**src/rtl/spi_adc_slave_20b_pkg.sv**
```systemverilog
// Shared constants for the 20-bit SPI ADC link. The master model and the
// slave both import this so the frame length, the convert-and-read command
// and the state encoding cannot drift apart.
package spi_adc_slave_20b_pkg;
  localparam int DATA_W = 20;
  localparam int CNT_W  = 5;
  localparam logic [DATA_W-1:0] CONVST_RD_CMD = 20'h80000;

  typedef enum logic [1:0] {
    IDLE    = 2'd0,
    SHIFT   = 2'd1,
    WAIT_CS = 2'd2
  } state_t;
endpackage

```
**src/rtl/spi_sync_edge.sv**
```systemverilog
// Multi-flop synchronizer with edge detect for one asynchronous SPI pin.
//   clk, rst_n : system clock, async active-low reset
//   d          : raw pin
//   q          : synchronized level (resets to RST_VAL)
//   rise, fall : single-cycle strobes on synchronized edges
module spi_sync_edge #(
  parameter int   SYNC_STAGES = 2,
  parameter logic RST_VAL     = 1'b0
) (
  input  logic clk,
  input  logic rst_n,
  input  logic d,
  output logic q,
  output logic rise,
  output logic fall
);
  logic [SYNC_STAGES-1:0] sr;
  logic                   prev;

  always_ff @(posedge clk or negedge rst_n) begin
    if (!rst_n) begin
      sr   <= {SYNC_STAGES{RST_VAL}};
      prev <= RST_VAL;
    end else begin
      sr[0] <= d;
      for (int i = 1; i < SYNC_STAGES; i++) sr[i] <= sr[i-1];
      prev <= sr[SYNC_STAGES-1];
    end
  end

  assign q    = sr[SYNC_STAGES-1];
  assign rise = q & ~prev;
  assign fall = ~q & prev;
endmodule

```
**src/rtl/spi_adc_slave_20b.sv**
```systemverilog
// SPI slave emulating a dual-output 20-bit ADC: receives a command on MOSI
// and shifts two samples out on MISO A/B (CPOL=0, MSB first). All SPI pins
// are oversampled by clk (SCLK <= clk/8).
//   clk, sys_rst_n          : system clock, async active-low reset
//   tx_data_a/b, tx_load    : next samples, latched into holding regs on strobe
//   rx_cmd, rx_valid        : last good command and its update pulse
//   conv_req                : pulse with rx_valid when command == CONVST_RD_CMD
//   frame_err               : pulse when a frame ends with wrong bit count
//   tx_underrun             : pulse at frame start if no tx_load since last start
//   busy                    : frame in progress
//   spi_cs/clk/mosi         : SPI inputs; spi_miso_a/b : SPI outputs
module spi_adc_slave_20b #(
  parameter int DATA_W      = spi_adc_slave_20b_pkg::DATA_W,
  parameter int SYNC_STAGES = 2
) (
  input  logic              clk,
  input  logic              sys_rst_n,
  input  logic [DATA_W-1:0] tx_data_a,
  input  logic [DATA_W-1:0] tx_data_b,
  input  logic              tx_load,
  output logic [DATA_W-1:0] rx_cmd,
  output logic              rx_valid,
  output logic              conv_req,
  output logic              frame_err,
  output logic              tx_underrun,
  output logic              busy,
  input  logic              spi_cs,
  input  logic              spi_clk,
  input  logic              spi_mosi,
  output logic              spi_miso_a,
  output logic              spi_miso_b
);
  import spi_adc_slave_20b_pkg::*;

  localparam logic [CNT_W-1:0] LAST = CNT_W'(DATA_W);

  // Pin index: 0 = CS (idles high), 1 = SCLK, 2 = MOSI
  logic [2:0] pin, lvl, rise, fall;
  assign pin = {spi_mosi, spi_clk, spi_cs};

  for (genvar i = 0; i < 3; i++) begin : g_sync
    spi_sync_edge #(
      .SYNC_STAGES(SYNC_STAGES),
      .RST_VAL    ((i == 0) ? 1'b1 : 1'b0)
    ) u_sync (
      .clk  (clk),
      .rst_n(sys_rst_n),
      .d    (pin[i]),
      .q    (lvl[i]),
      .rise (rise[i]),
      .fall (fall[i])
    );
  end

  logic unused_pins;
  assign unused_pins = ^{lvl[1], rise[2], fall[2]};

  wire cs_lvl    = lvl[0];
  wire cs_rise   = rise[0];
  wire cs_fall   = fall[0];
  wire sclk_rise = rise[1];
  wire sclk_fall = fall[1];
  wire mosi      = lvl[2];

  // The synchronizers reset to CS=1, so a CS held low through reset shows
  // up as a fake falling edge once the real level arrives. Frames are only
  // armed after CS has been seen high on settled synchronizer data.
  logic [SYNC_STAGES-1:0] settle;
  logic                   armed;

  always_ff @(posedge clk or negedge sys_rst_n) begin
    if (!sys_rst_n) begin
      settle <= '0;
    end else begin
      settle[0] <= 1'b1;
      for (int i = 1; i < SYNC_STAGES; i++) settle[i] <= settle[i-1];
    end
  end

  state_t            state;
  logic [DATA_W-1:0] hold_a, hold_b, sr_a, sr_b, rx_sr;
  logic [CNT_W-1:0]  bit_cnt;
  logic              loaded;

  always_ff @(posedge clk or negedge sys_rst_n) begin
    if (!sys_rst_n) begin
      state       <= IDLE;
      hold_a      <= '0;
      hold_b      <= '0;
      sr_a        <= '0;
      sr_b        <= '0;
      rx_sr       <= '0;
      bit_cnt     <= '0;
      loaded      <= 1'b0;
      armed       <= 1'b0;
      rx_cmd      <= '0;
      rx_valid    <= 1'b0;
      conv_req    <= 1'b0;
      frame_err   <= 1'b0;
      tx_underrun <= 1'b0;
      busy        <= 1'b0;
      spi_miso_a  <= 1'b0;
      spi_miso_b  <= 1'b0;
    end else begin
      rx_valid    <= 1'b0;
      conv_req    <= 1'b0;
      frame_err   <= 1'b0;
      tx_underrun <= 1'b0;
      armed       <= armed | (settle[SYNC_STAGES-1] & cs_lvl);

      if (tx_load) begin
        hold_a <= tx_data_a;
        hold_b <= tx_data_b;
        loaded <= 1'b1;
      end

      case (state)
        IDLE: begin
          if (cs_fall && armed) begin
            state       <= SHIFT;
            busy        <= 1'b1;
            bit_cnt     <= '0;
            // A load coinciding with the frame start goes straight out.
            sr_a        <= tx_load ? tx_data_a : hold_a;
            sr_b        <= tx_load ? tx_data_b : hold_b;
            spi_miso_a  <= tx_load ? tx_data_a[DATA_W-1] : hold_a[DATA_W-1];
            spi_miso_b  <= tx_load ? tx_data_b[DATA_W-1] : hold_b[DATA_W-1];
            tx_underrun <= ~(loaded | tx_load);
            loaded      <= 1'b0;   // this frame consumes any pending load
          end
        end
        SHIFT, WAIT_CS: begin
          if (cs_rise) begin
            state      <= IDLE;
            busy       <= 1'b0;
            spi_miso_a <= 1'b0;
            spi_miso_b <= 1'b0;
            if (bit_cnt == LAST) begin
              rx_cmd   <= rx_sr;
              rx_valid <= 1'b1;
              conv_req <= (rx_sr == DATA_W'(CONVST_RD_CMD));
            end else begin
              frame_err <= 1'b1;
            end
          end else if (sclk_rise) begin
            // Keep counting in WAIT_CS so overlong frames are caught.
            if (bit_cnt != '1) bit_cnt <= bit_cnt + CNT_W'(1);
            if (state == SHIFT) begin
              rx_sr <= {rx_sr[DATA_W-2:0], mosi};
              if (bit_cnt == LAST - CNT_W'(1)) begin
                state      <= WAIT_CS;
                spi_miso_a <= 1'b0;
                spi_miso_b <= 1'b0;
              end
            end
          end else if (sclk_fall && state == SHIFT) begin
            sr_a       <= {sr_a[DATA_W-2:0], 1'b0};
            sr_b       <= {sr_b[DATA_W-2:0], 1'b0};
            spi_miso_a <= sr_a[DATA_W-2];
            spi_miso_b <= sr_b[DATA_W-2];
          end
        end
        default: begin
          state <= IDLE;
          busy  <= 1'b0;
        end
      endcase
    end
  end
endmodule

```
**config.mk**
```make
export PLATFORM = sky130hd
export DESIGN_NAME = spi_adc_slave_20b
export DESIGN_NICKNAME = d
export VERILOG_FILES = /design/src/rtl/spi_adc_slave_20b_pkg.sv /design/src/rtl/spi_sync_edge.sv /design/src/rtl/spi_adc_slave_20b.sv
export SDC_FILE = /design/constraint.sdc
export NUM_CORES = 1
export LEC_CHECK = 0
export ABC_CLOCK_PERIOD_IN_PS = 4100
export CAP_MARGIN = 20
export CORE_MARGIN = 8
export CORE_UTILIZATION = 58
export CTS_CLUSTER_DIAMETER = 60
export DETAILED_ROUTE_END_ITERATION = 10
export PLACE_DENSITY = 0.82
export SETUP_SLACK_MARGIN = 0.5
export SYNTH_ARGS = -nofsm -noshare
export SYNTH_HDL_FRONTEND = slang
export SYNTH_SLANG_ARGS = --single-unit
```
**constraint.sdc**
```tcl
create_clock -name clk -period 4.1 [get_ports clk]
set_input_delay 1.025 -clock clk [delete_from_list [all_inputs] [get_ports clk]]
set_output_delay 1.025 -clock clk [all_outputs]
set_load 0.005 [all_outputs]
```
Word-level counts from Yosys, hierarchy flattened. Cells that the tools add are included.

Bits in registers: 144. Bits of input ports: 46. Output and inout port bits: 27. Word-level logic and storage cells: 122.

$add $sub $neg: 1. Equal/unequal tests: 19. Mux-type cells: 54. Bitwise gates (word level): 13. Reductions and logical operators: 12.

Operator list (number): two-way mux 19 bit (8); case mux 19 bit (2 select lines) (2); two-way mux 20 bit (2); two-way mux 1 bit (28); == test 20 bit, second input constant (1); two-way mux 5 bit (4); AND reduction 5 bit (3); != test 2 bit, second input constant (6); == test 5 bit, second input constant (2); two-way mux 2 bit (5); case mux 5 bit (2 select lines) (1); != test 4 bit, second input constant (2); AND reduction 4 bit (2); != test 3 bit, second input constant (2); inverter 1 bit (6); case mux 1 bit (2 select lines) (3); adder 5 x 1 -> 5 bit, second input constant (1); bitwise AND 1 bit (5); != test 5 bit, second input constant (1); != test 4 x 3 -> 1 bit, second input constant (1); case mux 2 bit (2 select lines) (1); != test 3 x 2 -> 1 bit, second input constant (1); AND reduction 3 bit (1); == test 2 x 1 -> 1 bit, second input constant (1); 8 further kinds (10).

Longest topological paths before layout.
Word-level depth: 7. Depth in mapped cells: 8. Mapped depth without buffers: 7.

Cells and area by module. From an unflattened synthesis, not the netlist that was laid out.

Cells, all modules: 434. Area total of the unflattened synthesis: 6075.8 sq um.

Modules (own cells, without submodules): spi_adc_slave_20b (instances 1, cells an instance 419, area each 5801.8 sq um, seq. area each 3403.3 sq um); spi_sync_edge (g_sync[1].u_sync ...) (instances 2, cells an instance 5, area each 90.1 sq um, seq. area each 75.1 sq um); spi_sync_edge (g_sync[0].u_sync) (instances 1, cells an instance 5, area each 93.8 sq um, seq. area each 78.8 sq um).

Worst setup path after synthesis. OpenSTA, ideal clock, no wires.

Path type: input to register. Start: input tx_load. End: register sr_a[12]. Setup time: 0.125 ns. Data arrival time: 2.275 ns. Required time: 3.975 ns. Setup slack: 1.701 ns. Stages: 5. Buffers on the path: 2. Path through: clkbuf_1 buf_2 mux2_2 mux2_2 mux2_2.

Cells in the longest elaborated chain, start to end: 3.

Ends and longest elaborated chain: start: declaration (line spi_adc_slave_20b.sv:20) `input logic tx_load,`; two-way mux 20 bit (line spi_adc_slave_20b.sv:124) `sr_a <= tx_load ? tx_data_a : hold_a;`; two-way mux 19 bit (line spi_adc_slave_20b.sv:119) `if (cs_fall && armed) begin`; case mux 19 bit (2 select lines) (line spi_adc_slave_20b.sv:117) `case (state)`; end signal: assignment (line spi_adc_slave_20b.sv:124); end signal: assignment (line spi_adc_slave_20b.sv:157) `sr_a <= {sr_a[DATA_W-2:0], 1'b0};`; end: declaration (line spi_adc_slave_20b.sv:81) `logic [DATA_W-1:0] hold_a, hold_b, sr_a, sr_b, rx_sr;`.

No other way between the ends. The select of a mux whose other input is x is not followed. A chain may end at the register's enable or synchronous reset.

Worst setup path after layout.
Start: register state[0]. End: register rx_cmd[12].

Cells in the longest elaborated chain, start to end: 3. Elaborated cells between the ends (all ways): 4. Those cells by class: eq/ne (2); reduce/logical (2).

Ends and longest elaborated chain: start: declaration (line spi_adc_slave_20b.sv:80) `state_t state;`; start signal: assignment (line spi_adc_slave_20b.sv:87) `state <= IDLE;`; start signal: assignment (line spi_adc_slave_20b.sv:120) `state <= SHIFT;`; start signal: assignment (line spi_adc_slave_20b.sv:134) `state <= IDLE;`; == test 2 x 1 -> 1 bit or == test 2 bit (tied branches) (line spi_adc_slave_20b.sv:117); OR reduction 2 bit (*) (line spi_adc_slave_20b.sv:117); AND reduction 3 bit (no line) (*); end signal: assignment (line spi_adc_slave_20b.sv:139) `rx_cmd <= rx_sr;`; end: declaration (line spi_adc_slave_20b.sv:21) `output logic [DATA_W-1:0] rx_cmd,`.

Every way passes the cells marked *; elsewhere a longest branch is shown, timed or not.

==> impl_metrics.py <==
metrics = {
    "timing": {
        "setup_viol": 0,
        "setup_tns_ns": 0,
        "worst_pin_slew_ns": 0.999,
        "rsz0062_at_grt": "no",
        "hold_viol_final": 0,
        "final.min_clock_period_ns": 2.61,
        "min_period_over_period_pct": 63.7,
        "skew_ns": 0.00521,
        "holdWs_ns": 0.347,
        "slew-limit-headroom_pct": 33.4,
        "max_freq_mhz": 383,
        "maxSlewViolCount": 0,
    },
    "synthesis": {
        "synth.area.mux_share_pct": 29.5,
        "synth_top_family_by_area": "multiplexers",
        "synth_top_area_cell": "dfrtp_1",
        "synth_area_leaders": "dfrtp_1 58%, mux2_2 23%, mux2_4 4.9%",
        "ys_dominant_reg_cell": "dfrtp_1",
        "syn_area_um2": 6100,
        "synth_edf_count": 0,
        "ys_seq_area_share_pct": 59.1,
        "synthCells": 406,
        "ys_types": 47,
        "synth_xor_area_share_pct": 0,
        "yosysWarnings": 0,
        "synth_area_per_cell_um2": 15.0,
        "synth-adder-area-share_pct": 1.23,
        "synthArstFlopShare_pct": 100,
        "synth_seq_cells": 144,
        "synth_compound_area_share_pct": 2.87,
        "synthesis.nets": 458,
        "synth_simple_gate_area_share_pct": 4.31,
        "synth_top_area_share_pct": 57.8,
    },
    "min_path": {
        "hold_path.class": "register to register",
    },
    "final_layout": {
        "utilization_pct": 72.9,
        "drive_gt1_share_pct": 38.5,
        "syn_to_final_growth_pct": 22.8,
        "diodes": 0,
        "regArea_um2": 3610,
        "fillCellCount": 704,
        "fin_area_um2": 7500,
        "multiInputGateArea_um2": 2320,
        "nets": 538,
    },
    "status": {
        "status": "finished clean",
    },
    "die": {
        "die_w_um": 119,
        "start_util_pct": 59.4,
        "core-area_um2": 10300,
        "die-height_um": 119,
        "fp.dieArea_um2": 14100,
        "rows": 37,
        "ioPinCount": 73,
    },
    "global_route": {
        "grt_usage_pct": 16.8,
        "grt_pass1_wl_mm": 19.2,
        "grt_start_max_net_pins": 122,
        "grt_pass1_vias": 3886,
        "antenna_found_initial": 0,
        "grt_overflow": 0,
    },
    "clocking": {
        "post_cts_resize_count": 0,
        "cts_buffer_depth": 2,
        "tritoncts.num_buffers": 17,
        "holdBufCountCts": 0,
        "cts_root_buf": "clkbuf_8",
        "htreeDepth": 4,
        "post_cts_buffers": 0,
        "cts_tree": "done",
        "insertion_delay_ns": 0.51,
        "path_clk_slew_ns": 0.06,
        "cts_sinks": 144,
    },
    "setup_path": {
        "critPathSlowestCell": "ha_1",
        "worstPathArrival_ns": 3.01,
        "cp_max_fo": 38,
        "crit_path_frequent_cell": "buf_4",
        "crit_type": "register to register",
        "cp_cell_sequence": "inv_1, ha_1, clkinv_1, buf_4, nor3_2, buf_4, mux2_2",
        "slowest_delay_ns": 0.60,
        "cp.required_ns": 4.50,
        "end_kind": "register",
        "cp-start-kind": "register",
    },
    "detailed_routing": {
        "first_iter_violations": 117,
        "wirelength_mm": 11.0,
        "drc_errors": 0,
        "vias": 3474,
        "viasPerCell": 5.47,
        "drt-wirelength-per-cell_um": 17.3,
        "firstDrtPassIters": 4,
        "antenna_left": 0,
    },
    "placed_design": {
        "hpwl_mm": 7.36,
        "placed_cell_area_um2": 6900,
        "place_congestion": 0.851,
        "numPortBuffers": 72,
    },
    "job": {
        "maxCapViolations": 0,
    },
    "pwr": {
        "p_per_area_nw_per_um2": 578,
        "leakagePower_nw": 3.38,
        "vdd_drop_max_mv": 0.355,
    },
}
flip-flops by register name, summed over array words and instances (netlist names), 2 cells and up:
signal	cells
bit_cnt	5
g_sync.u_sync.prev	2
g_sync.u_sync.sr	6
hold_a	20
hold_b	20
rx_cmd	20
rx_sr	20
settle	2
sr_a	19
sr_b	19
state	2
per-stage QoR:
| stage | total power [mW] | worst slack, ns | cells |
|---|---|---|---|
| final | 4.34 | 1.49 | 635 |
| after detailed placement | 2.90 | 1.22 | 602 |
| after global placement | 2.84 | 1.25 | 602 |
| after floorplan | 2.65 | 1.70 | 406 |
| after CTS | 4.38 | 1.47 | 634 |
| after global routing | 4.57 | 1.27 | 635 |
placed cells by master (no fill, tap or decap), types with 2 or more instances in the layout:
| master | count |
|---|---|
| dfrtp_1 | 141 |
| mux2_2 | 125 |
| clkdlybuf4s50_1 | 70 |
| mux2_4 | 20 |
| clkbuf_16 | 16 |
| inv_1 | 10 |
| nand2_1 | 10 |
| nor2_1 | 9 |
| a21oi_1 | 7 |
| mux2i_1 | 7 |
| ha_1 | 6 |
| clkinv_2 | 6 |
| buf_4 | 6 |
| o21ai_0 | 5 |
| nor4_1 | 4 |
| nand3_1 | 4 |
| clkbuf_8 | 4 |
| clkinvlp_4 | 3 |
| dfstp_2 | 3 |
| nand4b_1 | 2 |
| and3_1 | 2 |
| o2bb2ai_1 | 2 |
| mux2_1 | 2 |
| nand3b_1 | 2 |
| o31ai_1 | 2 |
| or4_1 | 2 |
| bufinv_16 | 2 |
where the power goes:
group	internal, mW	switching [mW]	total [mW]
clock	0.906	0.557	1.46
combinational	0.604	0.415	1.02
sequential	1.70	0.151	1.85
total	3.21	1.12	4.34
worst max-delay path, delay by kind of cell (launching register included):
family	cells	cell delay, ns
flip-flops	1	0.40
buffers and inverters	4	0.87
adder cells (fa/ha/maj)	1	0.60
AND/OR/NAND/NOR	1	0.23
multiplexers	1	0.38
path summary, 6_finish.rpt:
kind	from	end	slack (ns)	cells past startpoint
max	state[0]	rx_cmd[12]	1.49	7
min	g_sync[1].u_sync.sr[0]	g_sync[1].u_sync.sr[1]	0.35	0
max reg2reg	state[0]	rx_cmd[12]	1.49	7
min reg2reg	g_sync[1].u_sync.sr[0]	g_sync[1].u_sync.sr[1]	0.35	0
max in group asynchronous	sys_rst_n	hold_a[3]	2.78	3
min in group asynchronous	sys_rst_n	conv_req	0.40	1
area by class of cell:
type | count | share of cell area, %
inverters | 11 | 0.551
multi-input cells | 233 | 30.9
well taps | 136 | 2.27
flip-flops and latches | 144 | 48.1
clock buffers | 21 | 6.12
repair buffers | 79 | 10.5
clock inverters | 11 | 1.50
per-layer routing:
metal	global-route usage, %	up-vias	wire, um
met3	6.24	15	543
met5	0	-	0
li1	-	1616	-
met4	6.09	0	195
met1	21.1	1777	4920
met2	26.0	66	5300
kinds of logic after synthesis:
family / count (synthesis)
buf+inv: 29
mux: 154
flops: 144
compound gates: 26
simple gates: 46
other cells: 1
fa+ha+maj: 6
synth_stat cells, types with 2 or more instances:
library cell and n:
or4_1 2, o31ai_1 2, and3_1 2, nor2_1 9, dfrtp_1 141, mux2_2 125, inv_1 11, dfstp_2 3
nand2_1 10, o2bb2ai_1 2, nor4_1 4, buf_12 2, ha_1 6, mux2_1 2, clkbuf_1 2, buf_4 3
buf_6 2, buf_2 9, a21oi_1 7, o21ai_0 5, mux2i_1 7, nand4b_1 2, mux2_4 20, nand3_1 4
nand3b_1 2
Note: power is estimated with default switching activity, not from simulation.
